==> config.mk <==
export PLATFORM = sky130hd
export DESIGN_NAME = tt_um_mult
export DESIGN_NICKNAME = d
export VERILOG_FILES = /design/src/rtl/tt_um_pkg.sv /design/src/rtl/tt_um_tmac.sv /design/src/rtl/tt_um_mult.sv
export SDC_FILE = /design/constraint.sdc
export NUM_CORES = 1
export LEC_CHECK = 0
export CELL_PAD_IN_SITES_DETAIL_PLACEMENT = 1
export CELL_PAD_IN_SITES_GLOBAL_PLACEMENT = 1
export CORE_MARGIN = 5
export CORE_UTILIZATION = 41
export CTS_CLUSTER_DIAMETER = 200
export DETAILED_ROUTE_END_ITERATION = 6
export PLACE_DENSITY_LB_ADDON = 0.1
export SETUP_SLACK_MARGIN = 0.2
export SLEW_MARGIN = 30
export SYNTH_ARGS = -nofsm -noshare
export SYNTH_HDL_FRONTEND = slang
export SYNTH_HIERARCHICAL = 1
export SYNTH_SLANG_ARGS = --single-unit
==> constraint.sdc <==
create_clock -name clk -period 5.5 [get_ports clk]
set_input_delay 1.375 -clock clk [delete_from_list [all_inputs] [get_ports clk]]
set_output_delay 1.375 -clock clk [all_outputs]
set_load 0.005 [all_outputs]
==> src/rtl/tt_um_pkg.sv <==
// ---------------------------------------------------------------------------
// tt_um_pkg
// Shared definitions for the ternary-weight matrix-vector multiplier.
//   W_ZERO / W_POS / W_NEG / W_RSVD : 2-bit ternary weight encodings
//   state_t                         : control FSM states
//   acc_width()                     : accumulator width that cannot overflow
//                                     for a given input width and row count
// ---------------------------------------------------------------------------
package tt_um_pkg;

    localparam logic [1:0] W_ZERO = 2'b00;
    localparam logic [1:0] W_POS  = 2'b01;
    localparam logic [1:0] W_RSVD = 2'b10;   // decodes as zero
    localparam logic [1:0] W_NEG  = 2'b11;

    typedef enum logic [1:0] {
        IDLE  = 2'd0,
        ACCUM = 2'd1,
        DRAIN = 2'd2
    } state_t;

    // |sum| <= max_in * 2^(bw_in-1), so one sign bit plus log2(rows) growth.
    function automatic int acc_width(input int bw_in, input int max_in);
        return bw_in + $clog2(max_in) + 1;
    endfunction

endpackage

==> src/rtl/tt_um_tmac.sv <==
// ---------------------------------------------------------------------------
// tt_um_tmac
// One column accumulator of the ternary multiplier: decodes a 2-bit weight
// and adds, subtracts or holds the signed activation.
//   clk, rst_n : clock, asynchronous active-low reset
//   clr        : synchronous clear (wins over en)
//   en         : accumulate this cycle
//   x          : signed activation
//   w          : ternary weight for this column and the current row
//   acc_next   : value acc takes at the next edge (combinational)
//   acc        : registered accumulator
// ---------------------------------------------------------------------------
module tt_um_tmac
    import tt_um_pkg::*;
#(
    parameter int BIT_WIDTH_IN = 8,
    parameter int ACC_W        = 13
) (
    input  logic                           clk,
    input  logic                           rst_n,
    input  logic                           clr,
    input  logic                           en,
    input  logic signed [BIT_WIDTH_IN-1:0] x,
    input  logic        [1:0]              w,
    output logic signed [ACC_W-1:0]        acc_next,
    output logic signed [ACC_W-1:0]        acc
);

    logic signed [ACC_W-1:0] x_ext;

    always_comb begin
        x_ext    = {{(ACC_W-BIT_WIDTH_IN){x[BIT_WIDTH_IN-1]}}, x};
        acc_next = acc;
        if (clr) begin
            acc_next = '0;
        end else if (en) begin
            case (w)
                W_POS:   acc_next = acc + x_ext;
                W_NEG:   acc_next = acc - x_ext;
                default: acc_next = acc;   // W_ZERO and reserved W_RSVD
            endcase
        end
    end

    always_ff @(posedge clk or negedge rst_n) begin
        if (!rst_n) begin
            acc <= '0;
        end else begin
            acc <= acc_next;
        end
    end

endmodule

==> src/rtl/tt_um_mult.sv <==
// ---------------------------------------------------------------------------
// tt_um_mult
// Ternary-weight matrix-vector multiplier: y[j] = sum_i x[i] * w[i][j].
// Activations stream in one per accepted cycle; results stream out one per
// cycle, first result the cycle after the last activation is accepted.
//   clk, rst_n : clock, asynchronous active-low reset
//   ena        : enable; low aborts any operation and returns to IDLE
//   ui_input   : signed activation x[i]
//   in_valid   : ui_input valid this cycle
//   ui_param   : [6:3] = in_len-1, [2:0] = out_len-1 (sampled at start)
//   weights    : ternary matrix, held stable during an operation
//   uo_output  : registered result y[j]
//   uo_valid   : uo_output valid
//   uo_done    : pulses with the last result
//   dbg_state  : current FSM state (state_t encoding)
// Optional: define TT_UM_MULT_SAT_EN to clamp results to the output range
// instead of two's-complement wrap.
//
// Handshake: an activation is accepted on a rising edge where ena and
// in_valid are both high and the FSM is not in DRAIN; there is no back
// pressure, in_valid in DRAIN is simply dropped. uo_valid has no ready.
// ---------------------------------------------------------------------------
module tt_um_mult
    import tt_um_pkg::*;
#(
    parameter int MAX_IN_LEN    = 16,
    parameter int MAX_OUT_LEN   = 8,
    parameter int BIT_WIDTH_IN  = 8,
    parameter int BIT_WIDTH_OUT = 8
) (
    input  logic                           clk,
    input  logic                           rst_n,
    input  logic                           ena,
    input  logic signed [BIT_WIDTH_IN-1:0] ui_input,
    input  logic                           in_valid,
    input  logic        [6:0]              ui_param,
    input  logic signed [1:0]              weights [MAX_IN_LEN][MAX_OUT_LEN],
    output logic        [BIT_WIDTH_OUT-1:0] uo_output,
    output logic                           uo_valid,
    output logic                           uo_done,
    output logic        [1:0]              dbg_state
);

    localparam int ACC_W = acc_width(BIT_WIDTH_IN, MAX_IN_LEN);

    state_t      state;
    logic [3:0]  idx;
    logic [3:0]  in_len_q;
    logic [2:0]  out_len_q;
    logic [2:0]  ocnt;

    logic        accept;
    logic        last_in;
    logic        drain_end;
    logic        clr;
    logic [3:0]  in_len_eff;
    logic [2:0]  out_len_eff;

    logic signed [ACC_W-1:0] acc      [MAX_OUT_LEN];
    logic signed [ACC_W-1:0] acc_nxt  [MAX_OUT_LEN];
    logic signed [ACC_W-1:0] sel_acc;
    logic [BIT_WIDTH_OUT-1:0] sel_out;

    assign dbg_state = state;

    // In IDLE the lengths are not latched yet, so the live ui_param is used.
    assign in_len_eff  = (state == IDLE) ? ui_param[6:3] : in_len_q;
    assign out_len_eff = (state == IDLE) ? ui_param[2:0] : out_len_q;

    assign accept    = ena && in_valid && (state != DRAIN);
    assign last_in   = accept && (idx == in_len_eff);
    assign drain_end = (state == DRAIN) && uo_done;
    assign clr       = !ena || drain_end;

    for (genvar j = 0; j < MAX_OUT_LEN; j++) begin : g_col
        logic col_en;
        // Columns beyond out_len never accumulate.
        assign col_en = accept && (3'(j) <= out_len_eff);

        tt_um_tmac #(
            .BIT_WIDTH_IN (BIT_WIDTH_IN),
            .ACC_W        (ACC_W)
        ) u_tmac (
            .clk      (clk),
            .rst_n    (rst_n),
            .clr      (clr),
            .en       (col_en),
            .x        (ui_input),
            .w        (weights[idx][j]),
            .acc_next (acc_nxt[j]),
            .acc      (acc[j])
        );
    end

    // The first result is registered on the edge that accepts the last
    // activation, so it is taken from acc_next of column 0; later results
    // come from the settled accumulators.
    always_comb begin
        sel_acc = (state == DRAIN) ? acc[ocnt] : acc_nxt[0];
    end

`ifdef TT_UM_MULT_SAT_EN
    localparam int OMAX = (1 << (BIT_WIDTH_OUT-1)) - 1;
    localparam logic signed [ACC_W-1:0] ACC_HI = ACC_W'(OMAX);
    localparam logic signed [ACC_W-1:0] ACC_LO = ACC_W'(-OMAX - 1);
    logic signed [ACC_W-1:0] clamped;

    always_comb begin
        clamped = sel_acc;
        if (sel_acc > ACC_HI) begin
            clamped = ACC_HI;
        end else if (sel_acc < ACC_LO) begin
            clamped = ACC_LO;
        end
        sel_out = clamped[BIT_WIDTH_OUT-1:0];
    end

    logic unused_hi;
    assign unused_hi = ^clamped[ACC_W-1:BIT_WIDTH_OUT];
`else
    always_comb begin
        sel_out = sel_acc[BIT_WIDTH_OUT-1:0];
    end

    logic unused_hi;
    assign unused_hi = ^sel_acc[ACC_W-1:BIT_WIDTH_OUT];
`endif

    always_ff @(posedge clk or negedge rst_n) begin
        if (!rst_n) begin
            state     <= IDLE;
            idx       <= '0;
            in_len_q  <= '0;
            out_len_q <= '0;
            ocnt      <= '0;
            uo_output <= '0;
            uo_valid  <= 1'b0;
            uo_done   <= 1'b0;
        end else if (!ena) begin
            state     <= IDLE;
            idx       <= '0;
            in_len_q  <= '0;
            out_len_q <= '0;
            ocnt      <= '0;
            uo_output <= '0;
            uo_valid  <= 1'b0;
            uo_done   <= 1'b0;
        end else begin
            case (state)
                IDLE, ACCUM: begin
                    uo_valid <= 1'b0;
                    uo_done  <= 1'b0;
                    if (state == IDLE && accept) begin
                        in_len_q  <= ui_param[6:3];
                        out_len_q <= ui_param[2:0];
                    end
                    if (last_in) begin
                        state     <= DRAIN;
                        idx       <= '0;
                        uo_output <= sel_out;
                        uo_valid  <= 1'b1;
                        uo_done   <= (out_len_eff == 3'd0);
                        ocnt      <= 3'd1;
                    end else if (accept) begin
                        state <= ACCUM;
                        idx   <= idx + 4'd1;
                    end
                end
                DRAIN: begin
                    if (uo_done) begin
                        // Accumulators clear on this same edge via clr.
                        state     <= IDLE;
                        ocnt      <= '0;
                        uo_output <= '0;
                        uo_valid  <= 1'b0;
                        uo_done   <= 1'b0;
                    end else begin
                        uo_output <= sel_out;
                        uo_valid  <= 1'b1;
                        uo_done   <= (ocnt == out_len_q);
                        ocnt      <= ocnt + 3'd1;
                    end
                end
                default: begin
                    state <= IDLE;
                end
            endcase
        end
    end

endmodule
Word level (Yosys, flattened, before mapping)
Index checks and enable logic that the tools add are counted.
- $add $sub $neg: 18
- multipliers: 0
- divide/modulo/power cells: 0
- order comparisons: 10
- equality and inequality tests: 28
- shift operators: 0
- mux-type cells: 64
- bitwise logic cells: 2
- reductions and logical operators: 43
- operators by type and width (cell ; count):
    $mux W13 ; 16
    $pmux W13 S2 ; 8
    $add A13 B8 Y13 ; 8
    $sub A13 B8 Y13 ; 8
    $bmux W16 S4 ; 1
    $mux W8 ; 6
    $bmux W13 S3 ; 1
    $mux W16 ; 2
    $mux W4 ; 8
    $reduce_and A2 Y1 ; 11
    $mux W3 ; 7
    $reduce_bool A3 Y1 ; 7
    $eq A2 B1 Y1 const B ; 9
    $eq A2 B2 Y1 const B ; 9
    $pmux W8 S2 ; 1
    $reduce_bool A2 Y1 ; 7
    $logic_and A1 B1 Y1 ; 13
    $le A3 B3 Y1 const A ; 4
    $mux W2 ; 4
    $le A1 B3 Y1 const A ; 2
    $le A2 B3 Y1 const A ; 2
    $mux W1 ; 6
    $ne A3 B1 Y1 const B ; 2
    $ne A3 B3 Y1 const B ; 2
    other kinds (19) ; 21
- flip-flop bits (word level): 130
- latch bits: 0
- memory bits (writable): 0
- ROM bits: 0
- input bits: 275
- output and inout bits: 12
- word-level logic and storage cells: 181
- memories: 0

Logic depth before layout (Yosys ltp)
- depth after elaboration: 12
- mapped depth: 18
- gate-level depth less buffers: 14

Cells and area by module
The synthesis kept the hierarchy.
- by module, submodules not included (module ; times used ; cells an instance ; area an instance (µm²) ; sequential area each (µm²)):
    tt_um_tmac (g_col[4].u_tmac ...) ; 4 ; 167 ; 1393.8 ; 325.3
    tt_um_tmac (g_col[0].u_tmac ...) ; 4 ; 157 ; 1330.0 ; 325.3
    tt_um_mult ; 1 ; 293 ; 3966.3 ; 650.6

Worst setup path after synthesis
Ideal clock, no wire load.
- path type: input to register
- start: input port weights[14] (netlist bit)
- end: register uo_output[7]
- setup time: 0.123 ns
- arrival: 4.817 ns
- data required time: 5.377 ns
- slack: 0.561 ns
- stages on the path: 15
- path buffers: 1
- cells stage by stage: mux4_2 > mux4_2 > and2_4 > clkbuf_1 > mux2_1 > inv_1 > ha_1 > nor2b_1 > o2111ai_1 > a21oi_1 > or3_1 > nand3_1 > a21oi_1 > or2_2 > o221a_2
- RTL lines (element ; RTL line ; source):
    start, declared ; tt_um_mult.sv:37 ; input logic signed [1:0] weights [MAX_IN_LEN][MAX_OUT_LEN],
    end signal, assigned ; tt_um_mult.sv:160 ; uo_output <= sel_out;
    end signal, assigned ; tt_um_mult.sv:178 ; uo_output <= sel_out;
    end, declared ; tt_um_mult.sv:38 ; output logic [BIT_WIDTH_OUT-1:0] uo_output,

==> results.md <==
- Vias: a little under 10,000
- Startpoint types: input pin
- Clk_lat worst skew: approximately 0.37 ns
- Tcrit/Tclk final: 0.9300
- Max FO, Critical Path: 7
- Pin count of the biggest net entering global routing: 54
- Setup Buffers After CTS: 0
- Worst R2R Start: idx[0]
- Worst clock skew: about 0.011 ns
- Die area: approximately 28,000 um2
- Vias per cell: just under 6
- Sequential power share: 0.291
- Critical path arrival: approximately 5.4 ns
- F_max: just under 200 MHz
- Avg Inst Size Synth: ~9.6 um2
- Initial DRC count: about 600
- Reg-to-reg setup timing slack: roughly 0.94 ns
- Hold path startpoint: in_len_q[0]
- Psw: about 930 uW
- CP startpoint: weights[78]
- CP Class: input pin to flip-flop
- CTS buffer count: 9
- Pleak: 5.443 nW
- Area grow syn2layout: 32.67%
- Hold Path Stages: 2
- Ratio of cells with drive above 1 in the final layout: 0.1436
- Cts repair resizes: 0
- Power density over cell area: 189.6 nW/um2
- Crit. End Element: flip-flop
- Setup-failing EPs final: 0
- Routed WL: approximately 43,000 um
- Max VDD drop: 0.0001247 V
- Routability cong.: between 0.9 and 1
- Slew headroom: 0.4180
- H-tree levels: 3
- GRT Util Overall: 0.2977
- Final min period: roughly 5.1 ns
- Switch share: 0.3585
- Pint: about 1.7 mW
- Longest Clk Path Bufs: 2
- Vias in the first global route: about 11,000
- Sink Count: 90
- Clk root buf: clkbuf_16
- Wire per inst: 25.79 um
- Worst slack, placed: 0.08037 ns
- CTS tree: done
- Initial antenna violation count: 11
- Clock power frac: 0.238
- Port Buf Inserts: ~290
- Post-synthesis cell area: between 10,000 and 15,000 um2
- Worst reg2reg path depth: 14
- Worst min path class: flip-flop to flip-flop
- Top Ports: ~290
- Combinational share of power: 0.471
- DIE WIDTH: roughly 170 um
- Worst setup margin: between 0.3 and 0.4 ns
- Slew @ Worst Pin: roughly 0.87 ns
- Outcome: finished, final reports clean
- Fin. Hold Viols: 0
- Initial Utilization: 0.4135
- Max_cap viols: 0
- DRT Pass-1 Iters: 5
- DRC viols: 0
- First-pass GRT wire length: about 64,000 um
- Core area: 24,960 um2
- CP required: between 5 and 6 ns
- Remaining Overflow, GRT: 0
- Worst R2R End: uo_output[7]
- Synth Instances: roughly 1,100
- Hold Buf Count CTS: 0
- Syn nets: around 1,400
- Ys Warns: 6
- Die height: around 170 um
- RSZ-0062 raised after global routing: no
- Final antenna-violating net count: 0
- Row count: 58
- Max-slew violation count: 0
- Setup total negative slack: 0 ns
- Worst setup endpoint: uo_output[7]
- Layout Nets: ~1,700
- Detail Placement HPWL: between 30,000 and 40,000 um
- Clock transition at path regs: approximately 0.08 ns
[routing by layer]
metal,global-route usage,wire (um),up-vias
met1,0.3736,17740,5005
met4,0.04375,558,16
li1,-,-,4462
met5,0,102,-
met3,0.07146,2355,50
met2,0.5326,21790,272
[critical path, cell delays in order]
cell	delay (ns)
clkdlybuf4s50_1	0.52
mux4_2	0.50
mux4_2	0.50
and2_4	0.20
mux2_1	0.34
inv_1	0.06
ha_1	0.21
nor2b_1	0.15
o2111ai_1	0.27
a21oi_1	0.13
or3_1	0.36
nand3_1	0.10
a21oi_1	0.08
or2_2	0.30
o221a_2	0.27
[through the flow]
| step | util | hold WS (ns) | area [um2] | power (mW) | std cells |
|---|---|---|---|---|---|
| finish | 0.5486 | 0.5280 | 13690 | 2.596 | 1650 |
| global route | 0.5483 | 0.5673 | 13690 | 2.750 | 1647 |
| CTS | 0.5482 | 0.5336 | 13680 | 2.612 | 1646 |
| detailed placement | 0.5371 | 0.5141 | 13410 | 1.983 | 1630 |
| global placement | 0.5371 | 0.4966 | 13410 | 1.948 | 1630 |
| floorplan | - | 0.4802 | 10320 | 1.532 | 1073 |
[power groups by stage]
| stage | sequential (mW) | clock, mW | combinational [mW] |
|---|---|---|---|
| after floorplan | 0.729 | 0 | 0.803 |
| after global placement | 0.765 | 0 | 1.18 |
| after detailed placement | 0.768 | 0 | 1.22 |
| after CTS | 0.755 | 0.631 | 1.23 |
| after global routing | 0.761 | 0.660 | 1.33 |
| final | 0.754 | 0.618 | 1.22 |
[cell type report]
cell class,instances,area [um2]
sequential,90,2257
timing repair buffer,308,3038
inverter,55,206.4
clock inverter,6,47.55
multi-input combinational,847,7493
clock buffer,10,229.0
tap,330,412.9
antenna,4,10.01
fill,2834,11270
[placed cells by master, fill, tap and decap left out, types with 22 or more instances in the layout]
cell	n
nand2_1	40
dfrtp_1	88
nor2_1	124
ha_1	74
a21oi_1	83
inv_1	55
buf_4	22
nor3_1	34
xnor2_1	57
mux4_2	96
clkdlybuf4s50_1	285
o21a_1	48
nand3_1	25
[how the worst min path moves through the flow]
stage                  endpoint  slack, ns
finish              in_len_q[0]       0.53
global route        in_len_q[0]       0.57
CTS                 in_len_q[0]       0.53
detailed placement  in_len_q[0]       0.51
global placement    in_len_q[0]       0.50
floorplan           in_len_q[0]       0.48
[sequential cells by signal, summed over array words and instances (netlist names)]
register / count
in_len_q: 4
out_len_q: 3
idx: 4
dbg_state: 2
uo_output: 8
ocnt: 3
g_col.u_tmac/acc: 64
uo_done: 1
uo_valid: 1
No activity file was read; power rests on OpenSTA's default activity.
